`src/rtl/router_dest_rx_if.sv`:
```
// Byte stream from the router port reader to its downstream consumer.
// The reader drives data and framing flags; the consumer drives m_ready.
interface router_dest_rx_if;
  logic [7:0] m_data;
  logic       m_valid;
  logic       m_sop;
  logic       m_eop;
  logic       m_ready;

  modport master (output m_data, m_valid, m_sop, m_eop, input m_ready);
  modport slave  (input m_data, m_valid, m_sop, m_eop, output m_ready);
endinterface

```
`src/rtl/router_dest_rx.sv`:
```
// Destination-side reader for one router output port.
// Drains header, payload and parity bytes from the port FIFO (read latency 1),
// forwards header and payload through a 2-entry skid buffer onto a byte
// stream, and checks the destination address and the XOR parity.
// Optional build macro ROUTER_RX_WATCHDOG_EN adds a stall watchdog that aborts
// a packet after TIMEOUT cycles without FIFO data; without it timeout_err is 0.
//
// state | meaning
// IDLE  | waiting for a header; header read issues when FIFO and buffer allow
// HDR   | header byte returning: load len/rem/acc, push it with sop
// BODY  | payload reads while rem>0, then the parity read
// PAR   | parity byte returning: pulse pkt_done / parity_err
module router_dest_rx #(
  parameter logic [1:0] PORT_ID = 2'd0,
  parameter int         TIMEOUT = 64
) (
  input  logic                    clock,
  input  logic                    resetn,
  input  logic                    vld_out,
  input  logic [7:0]              data_out,
  output logic                    read_enb,
  router_dest_rx_if.master        m,
  output logic                    pkt_done,
  output logic                    parity_err,
  output logic                    addr_err,
  output logic                    timeout_err
);

  typedef enum logic [1:0] {IDLE, HDR, BODY, PAR} state_t;

  state_t     state, state_nx;
  logic [5:0] rem, rem_nx;
  logic [7:0] acc, acc_nx;
  logic       rd_push_q;   // header/payload read issued last cycle, data arrives now
  logic       rd_eop_q;    // that read was the last payload byte
  logic [9:0] buf0, buf1;  // {sop, eop, data}; buf0 is the head
  logic [1:0] occ;
  logic       pop, push;
  logic [9:0] push_ent;
  logic [2:0] used;
  logic       can_read;
  logic       rd_hdr, rd_pay, rd_par;
  logic       done_c, perr_c, aerr_c;
  logic       wd_fire;

  if (TIMEOUT < 1) begin : g_bad_timeout
    $error("router_dest_rx: TIMEOUT must be at least 1");
  end

  assign pop      = m.m_valid && m.m_ready;
  // slots that will be taken once the in-flight byte lands; a pop this cycle frees one
  assign used     = {1'b0, occ} + {2'b00, rd_push_q} - {2'b00, pop};
  assign can_read = (used < 3'd2);

  assign m.m_valid = (occ != 2'd0);
  assign m.m_data  = m.m_valid ? buf0[7:0] : 8'h00;
  assign m.m_sop   = m.m_valid && buf0[9];
  assign m.m_eop   = m.m_valid && buf0[8];

  assign read_enb   = resetn && (rd_hdr || rd_pay || rd_par);
  assign pkt_done   = resetn && done_c;
  assign parity_err = resetn && perr_c;
  assign addr_err   = resetn && aerr_c;

`ifdef ROUTER_RX_WATCHDOG_EN
  localparam logic [15:0] WD_LOAD = 16'(TIMEOUT - 1);
  logic [15:0] wd_cnt;
  logic        wd_wait;

  assign wd_wait     = (state == BODY) && !vld_out;
  assign wd_fire     = wd_wait && (wd_cnt == 16'd0);
  assign timeout_err = resetn && wd_fire;

  // stall down-counter: reloads whenever the FSM is not starved of FIFO data
  always_ff @(posedge clock) begin
    if (!resetn || !wd_wait)
      wd_cnt <= WD_LOAD;
    else if (wd_cnt != 16'd0)
      wd_cnt <= wd_cnt - 16'd1;
  end
`else
  assign wd_fire     = 1'b0;
  assign timeout_err = 1'b0;
`endif

  // next-state, read issue, capture and status pulses
  always_comb begin
    state_nx = state;
    rem_nx   = rem;
    acc_nx   = acc;
    rd_hdr   = 1'b0;
    rd_pay   = 1'b0;
    rd_par   = 1'b0;
    push     = 1'b0;
    push_ent = 10'h000;
    done_c   = 1'b0;
    perr_c   = 1'b0;
    aerr_c   = 1'b0;
    case (state)
      IDLE: begin
        if (vld_out && can_read) begin
          rd_hdr   = 1'b1;
          state_nx = HDR;
        end
      end
      HDR: begin
        rem_nx   = data_out[7:2];
        acc_nx   = data_out;
        push     = 1'b1;
        push_ent = {1'b1, (data_out[7:2] == 6'd0), data_out};
        aerr_c   = (data_out[1:0] != PORT_ID);
        state_nx = BODY;
      end
      BODY: begin
        if (rd_push_q) begin
          acc_nx   = acc ^ data_out;
          push     = 1'b1;
          push_ent = {1'b0, rd_eop_q, data_out};
        end
        if (rem != 6'd0) begin
          if (vld_out && can_read) begin
            rd_pay = 1'b1;
            rem_nx = rem - 6'd1;
          end
        end else if (vld_out) begin
          // parity byte is never buffered, so it needs no credit
          rd_par   = 1'b1;
          state_nx = PAR;
        end
      end
      PAR: begin
        done_c   = 1'b1;
        perr_c   = (data_out != acc);
        state_nx = IDLE;
        if (vld_out && can_read) begin
          rd_hdr   = 1'b1;
          state_nx = HDR;
        end
      end
      default: state_nx = IDLE;
    endcase
    if (wd_fire) begin
      state_nx = IDLE;
      rem_nx   = 6'd0;
      acc_nx   = 8'h00;
      push     = 1'b0;
    end
  end

  // FSM state, packet counters and in-flight read tracking
  always_ff @(posedge clock) begin
    if (!resetn) begin
      state     <= IDLE;
      rem       <= 6'd0;
      acc       <= 8'h00;
      rd_push_q <= 1'b0;
      rd_eop_q  <= 1'b0;
    end else begin
      state     <= state_nx;
      rem       <= rem_nx;
      acc       <= acc_nx;
      rd_push_q <= rd_hdr || rd_pay;
      rd_eop_q  <= rd_pay && (rem == 6'd1);
    end
  end

  // 2-entry skid buffer; the head stays put while the consumer stalls
  always_ff @(posedge clock) begin
    if (!resetn || wd_fire) begin
      occ  <= 2'd0;
      buf0 <= 10'h000;
      buf1 <= 10'h000;
    end else begin
      case ({push, pop})
        2'b10: begin
          if (occ == 2'd0) buf0 <= push_ent;
          else             buf1 <= push_ent;
          occ <= occ + 2'd1;
        end
        2'b01: begin
          buf0 <= buf1;
          occ  <= occ - 2'd1;
        end
        2'b11: begin
          if (occ == 2'd1) begin
            buf0 <= push_ent;
          end else begin
            buf0 <= buf1;
            buf1 <= push_ent;
          end
        end
        default: ;
      endcase
    end
  end

endmodule

```
`src/flat_wrapper.sv`:
```
// flat-port wrapper written by rule: the top's interface ports become plain ports
module router_dest_rx_flat 
#(
  parameter logic [1:0] PORT_ID = 2'd0,
  parameter int         TIMEOUT = 64
)
  (clock, resetn, vld_out, data_out, read_enb, pkt_done, parity_err, addr_err, timeout_err, m_m_data, m_m_valid, m_m_sop, m_m_eop, m_m_ready);
  router_dest_rx_if m_i ();
  input  logic clock;
  input  logic resetn;
  input  logic vld_out;
  input  logic [7:0] data_out;
  output logic read_enb;
  output logic pkt_done;
  output logic parity_err;
  output logic addr_err;
  output logic timeout_err;
  output wire logic [$bits(m_i.m_data)-1:0] m_m_data;
  output wire logic [$bits(m_i.m_valid)-1:0] m_m_valid;
  output wire logic [$bits(m_i.m_sop)-1:0] m_m_sop;
  output wire logic [$bits(m_i.m_eop)-1:0] m_m_eop;
  input wire logic [$bits(m_i.m_ready)-1:0] m_m_ready;
  assign m_m_data = m_i.m_data;
  assign m_m_valid = m_i.m_valid;
  assign m_m_sop = m_i.m_sop;
  assign m_m_eop = m_i.m_eop;
  assign m_i.m_ready = m_m_ready;
  router_dest_rx #(.PORT_ID(PORT_ID), .TIMEOUT(TIMEOUT)) u_core (.clock(clock), .resetn(resetn), .vld_out(vld_out), .data_out(data_out), .read_enb(read_enb), .m(m_i), .pkt_done(pkt_done), .parity_err(parity_err), .addr_err(addr_err), .timeout_err(timeout_err));
endmodule
```
`config.mk`:
```
export PLATFORM = sky130hd
export DESIGN_NAME = router_dest_rx_flat
export DESIGN_NICKNAME = d
export VERILOG_FILES = /design/src/rtl/router_dest_rx_if.sv /design/src/rtl/router_dest_rx.sv /design/src/flat_wrapper.sv
export SDC_FILE = /design/constraint.sdc
export NUM_CORES = 1
export LEC_CHECK = 0
export BUFFER_PORTS_ARGS = -buffer_cell sky130_fd_sc_hd__buf_2
export CORE_UTILIZATION = 50
export DETAILED_ROUTE_END_ITERATION = 6
export HOLD_SLACK_MARGIN = 0.05
export PLACE_DENSITY = 0.79
export SETUP_SLACK_MARGIN = 0.3
export SYNTH_ARGS = -nofsm -noshare
export SYNTH_HDL_FRONTEND = slang
export SYNTH_SLANG_ARGS = --single-unit
export TNS_END_PERCENT = 100
```
`constraint.sdc`:
```
create_clock -name clock -period 4.2 [get_ports clock]
set_input_delay 0.63 -clock clock [delete_from_list [all_inputs] [get_ports clock]]
set_output_delay 0.63 -clock clock [all_outputs]
set_load 0.02 [all_outputs]
```
## Word-level counts from Yosys, hierarchy flattened

Index checks and enable logic that the tools add are counted.

| storage, ports and cells | value |
|---|---|
| logic and storage cells | 92 |
| output and inout port bits | 16 |
| flip-flop bits (word level) | 40 |

| operators by class | value |
|---|---|
| $add $sub $neg | 5 |
| eq/ne operators | 18 |
| magnitude comparators | 1 |
| bitwise logic cells | 1 |
| muxes and demuxes | 32 |
| reduce and logical (&&, ||, !) cells | 27 |

Operators by type and width:

| kind | count |
|---|---|
| 2-to-1 mux 10 bit | 4 |
| one-hot mux 10 bit (2 select lines) | 2 |
| one-hot mux 10 bit (3 select lines) | 1 |
| 2-to-1 mux 8 bit | 2 |
| one-hot mux 8 bit (2 select lines) | 1 |
| 2-to-1 mux 1 bit | 12 |
| 2-to-1 mux 6 bit | 2 |
| one-hot mux 6 bit (2 select lines) | 1 |
| != test 2 x 1 -> 1 bit (second input constant) | 5 |
| nonzero test 2 bit | 5 |
| logical AND 1 bit | 9 |
| 2-to-1 mux 9 bit | 1 |
| AND reduction 3 bit | 3 |
| == test 2 bit (second input constant) | 4 |
| != test 2 bit (second input constant) | 4 |
| != test 8 bit | 1 |
| one-hot mux 2 bit (4 select lines) | 1 |
| bitwise XOR 8 bit | 1 |
| == test 2 x 1 -> 1 bit (second input constant) | 3 |
| == test 6 x 1 -> 1 bit (second input constant) | 1 |
| zero test 6 bit | 1 |
| 2-to-1 mux 2 bit | 3 |
| nonzero test 6 bit | 1 |
| subtractor 6 x 1 -> 6 bit (second input constant) | 1 |
| other kinds (12) | 15 |

## Longest topological paths before layout

| depth | value |
|---|---|
| depth in word-level cells | 11 |
| depth in mapped cells | 11 |
| mapped depth without buffers | 11 |

## Worst setup path before layout

No wires, ideal clock.

| timing | value |
|---|---|
| path type | reg2out |
| start | register u_core.occ[1] |
| end | output read_enb |
| cell stages (with the launch flop) | 12 |
| arrival time | 2.840 ns |
| required time | 3.570 ns |
| setup slack | 0.730 ns |
| path buffers | 0 |
| cell sequence | dfxtp_1 -> inv_1 -> ha_1 -> or2b_2 -> inv_1 -> ha_1 -> nand2b_1 -> fa_1 -> xnor2_1 -> and2_1 -> nand2_1 -> o22ai_1 |

| on the way | value |
|---|---|
| word-level cells in the longest chain between the ends | 11 |

RTL lines:

| element | RTL line | source |
|---|---|---|
| start: declaration | router_dest_rx.sv:37 | `logic [1:0] occ;` |
| start signal: assignment | router_dest_rx.sv:178 | `occ <= occ + 2'd1;` |
| start signal: assignment | router_dest_rx.sv:182 | `occ <= occ - 2'd1;` |
| parallel branches: the longest is 2 deep, another holds adder 2 x 1 -> 3 bit | - |  |
| subtractor 3 x 1 -> 3 bit (*) | router_dest_rx.sv:52 | `assign used = {1'b0, occ} + {2'b00, rd_push_q} - {2'b00, pop};` |
| < comparator 3 x 2 -> 1 bit (*) | router_dest_rx.sv:53 | `assign can_read = (used < 3'd2);` |
| logical AND 1 bit (*) | router_dest_rx.sv:101, router_dest_rx.sv:121, router_dest_rx.sv:135 |  |
| 2-to-1 mux 1 bit (*) | router_dest_rx.sv:101, router_dest_rx.sv:121, router_dest_rx.sv:135 |  |
| 2-to-1 mux 1 bit | router_dest_rx.sv:120 | `if (rem != 6'd0) begin` |
| 2-to-1 mux 1 bit | router_dest_rx.sv:99 | `case (state)` |
| logical OR 1 bit (*) (2 in series) | router_dest_rx.sv:60 | `assign read_enb = resetn && (rd_hdr \|\| rd_pay \|\| rd_par);` |
| logical AND 1 bit (*) | router_dest_rx.sv:60 |  |
| end: declaration | flat_wrapper.sv:13 | `output logic read_enb;` |

Every way passes the cells marked *.

## Worst setup path after layout

Same ends and word-level chain as after synthesis.

==> results_dict.tcl <==
set metrics [dict create \
    io_buffers 26 \
    vias_per_cell 6.07 \
    timing.hold.worst.class "reg -> reg" \
    slew_headroom_pct 45.6 \
    crit_chain "inv_1, ha_1, or2b_2, inv_2, ha_1, nand2b_1, fa_1, xnor2_2, and2_1, nand2_1, o22ai_1, buf_2" \
    ctsLongestPathBuffers 2 \
    finish.utilization_pct 57.7 \
    power_w 0.00193 \
    fin_skew_ns 0.00537 \
    ir_drop_mv 0.343 \
    die_y_microns 71.8 \
    hold_viol_final 0 \
    max_clock_freq_mhz 269 \
    slew_violations 0 \
    fillers 434 \
    synth-edff-count 0 \
    first_pass_iters 4 \
    critPathMaxStageDelay_ns 0.42 \
    cts_root_buf "clkbuf_8" \
    finalWirelength_microns 5940 \
    cp.arrival_ns 3.09 \
    layout.nets 346 \
    grt_pass1_wl_microns 9920 \
    route.detailed.drc 0 \
    outcome "finished, final reports clean" \
    finalCriticalPeriod_ns 3.72 \
    fin_tns_setup_ns 0 \
    core_area_sq_um 4690 \
    r2r-start "u_core.state[1]$_SDFFE_PN0P_" \
    fp-row-count 25 \
    seqCellArea_sq_um 803 \
    r2r_slack_ns 1.13 \
    areaGrowthSynthToFinish_pct 11.2 \
    slowest_stage "fa_1" \
    die_area_sq_um 5160 \
    worst_pin_slew_ns 0.812 \
    synth.distinct_cells 48 \
    yosysSeqAreaShare_pct 32.9 \
    cts_tree "yes" \
    syn-num-nets 329 \
    grt_pass1_vias 2084 \
    start_util_pct 51.9 \
    place_congestion 0.915 \
    synth.cell_area_sq_um 2440 \
    async_flop_share_pct 0 \
    vias 2269 \
    avgSynthCellArea_sq_um 8.07 \
    critPathCaptureType "primary output" \
    globalRouteOverflowTotal 0 \
    critPathTopFamily "adder cells" \
    path_depth 12 \
    synth-seq-cells 40 \
    worstRegToRegCells 9 \
    clkLatencyLatePin_ns 0.30 \
    synth_area_leaders "dfxtp_1, ha_1, nand2_1" \
    ios 28 \
    cts.sinks 40 \
    grt_use_total_pct 24.5 \
    final_cells 374 \
    powerDensity_nw_per_um2 712 \
    setup_violations 0 \
    antenna_cells 0 \
    synth_top_area_share_pct 32.9 \
    critPathBufInv 3 \
    worstSetupEndpoint "read_enb" \
    worst-setup-path-type "reg -> out" \
    rr_endpoint "u_core.buf0[9]$_SDFFE_PN0P_" \
    fin_crit_sh_pct 88.6 \
    htreeDepth 2 \
    grt_max_degree 45 \
    drt_iter0_drc 207 \
    critical_path_required_ns 3.57 \
    wl_per_cell_microns 15.9 \
    numCtsBuffers 5 \
    ys_dominant_reg_cell "dfxtp_1" \
    rsz0062_at_grt "false" \
    final_layout_size_suffix_gt1_share_pct 15.9 \
    antenna_found_initial 0 \
    die_x_microns 71.8 \
    path_max_fanout 6 \
    syn_inst 302 \
    dp_cells 365 \
    multi_input_area_sq_um 1500 \
    startpoint_type "flip-flop" \
    total_leakage_power_nw 1.09 \
    cts.clk_slew.worst_paths_ns 0.09 \
    cp_common_cell "ha_1" \
    max_cap_violations 0 \
    dpl.hpwl_microns 4030 \
    yosysTopAreaCell "dfxtp_1" \
    yosysWarnings 0 \
    critPathLaunch "u_core.occ[1]$_SDFFE_PN0P_" \
    ant_nets 0 \
]
-- power by group --
group | total [W] | switching, W | internal, W
logic | 0.000995 | 0.000589 | 0.000406
registers | 0.000605 | 0.000110 | 0.000495
clock network | 0.000329 | 0.000150 | 0.000179
-- cell usage in the layout (no fill, tap or decap), types with 11 or more instances in the layout --
cell type  Yosys  routed
a21boi_0      12      12
nor2b_1       12      12
o21ai_0       20      20
nand2_1       31      31
dfxtp_1       40      38
nor2_1        19      19
inv_1         12      11
buf_2          2      26
a21oi_1       16      16
ha_1          14      14
nand3_1       18      18
-- worst min path at each step --
stage	startpoint	end	slack, ns	depth (start not counted)
final	u_core.buf1[4]$_SDFFE_PN0P_	u_core.buf1[4]$_SDFFE_PN0P_	0.47	2
after global routing	u_core.buf1[0]$_SDFFE_PN0P_	u_core.buf1[0]$_SDFFE_PN0P_	0.48	2
after CTS	u_core.buf1[4]$_SDFFE_PN0P_	u_core.buf1[4]$_SDFFE_PN0P_	0.47	2
after detailed placement	u_core.buf1[4]$_SDFFE_PN0P_	u_core.buf1[4]$_SDFFE_PN0P_	0.46	2
after floorplan	u_core.buf1[4]$_SDFFE_PN0P_	u_core.buf1[4]$_SDFFE_PN0P_	0.44	2
after global placement	u_core.buf1[7]$_SDFFE_PN0P_	u_core.buf1[7]$_SDFFE_PN0P_	0.45	2
-- state kept, by name, summed over array words and instances (netlist names) --
register          flops
u_core.buf0          10
u_core.buf1          10
u_core.acc            8
u_core.rem            6
u_core.occ            2
u_core.state          2
u_core.rd_eop_q       1
u_core.rd_push_q      1
-- worst min-delay path, delay by kind of cell (launching register included) --
kind	cells	cell delay [ns]
DFF	1	0.31
AOI/OAI and AO/OA	1	0.06
and+or+nand+nor	1	0.05
-- per-layer routing --
metal,vias up,wire [microns],GRT usage [%]
met5,-,0,0
met4,0,104,10.0
met3,10,327,4.64
met2,66,2810,39.0
met1,1075,2700,32.8
li1,1118,-,-
-- Yosys cell counts, drive strengths merged, types with 3 or more instances --
cell type  count
nor2b         12
nand2b         4
and2           6
nor4           6
xor2           9
buf            4
clkbuf        18
ha            14
a21oi         16
inv           12
o211a          3
nand2         31
o21ai         20
a22o           4
a221oi        10
a21boi        12
nor2          19
a211oi         5
xnor2          3
o211ai         7
dfxtp         40
nand3         18
-- repair_timing --
action,CTS,global route
pin swaps,0,1
resized for setup,1,4
setup buffers,0,1
endpoints found under the setup margin,1,1
hold buffers,0,0
-- through the flow --
stage,hold WS (ns),worst slack (ns),instance area [sq um]
after detailed placement,0.458,0.596,2570
final,0.468,0.480,2710
after floorplan,0.441,0.730,2440
after global routing,0.482,0.296,2710
after global placement,0.450,0.627,2570
after CTS,0.469,0.331,2700
-- cell type report --
| type | count | area share, % |
|---|---|---|
| Inverter | 13 | 1.80 |
| Clock buffer | 5 | 2.54 |
| Sequential cell | 40 | 29.7 |
| Timing Repair Buffer | 32 | 6.47 |
| Clock inverter | 3 | 1.71 |
| Multi-Input combinational cell | 227 | 55.3 |
| Tap cell | 54 | 2.49 |
-- logic make-up after synthesis --
kind of cell	synth area share, %
AOI/OAI and AO/OA	27.1
xor gates and xnor gates	4.31
adders and majority gates	8.01
buffers and inverters	5.96
DFF	32.9
muxes	0.822
other	0.154
and+or+nand+nor	20.8
No activity file was read; power rests on OpenSTA's default activity.
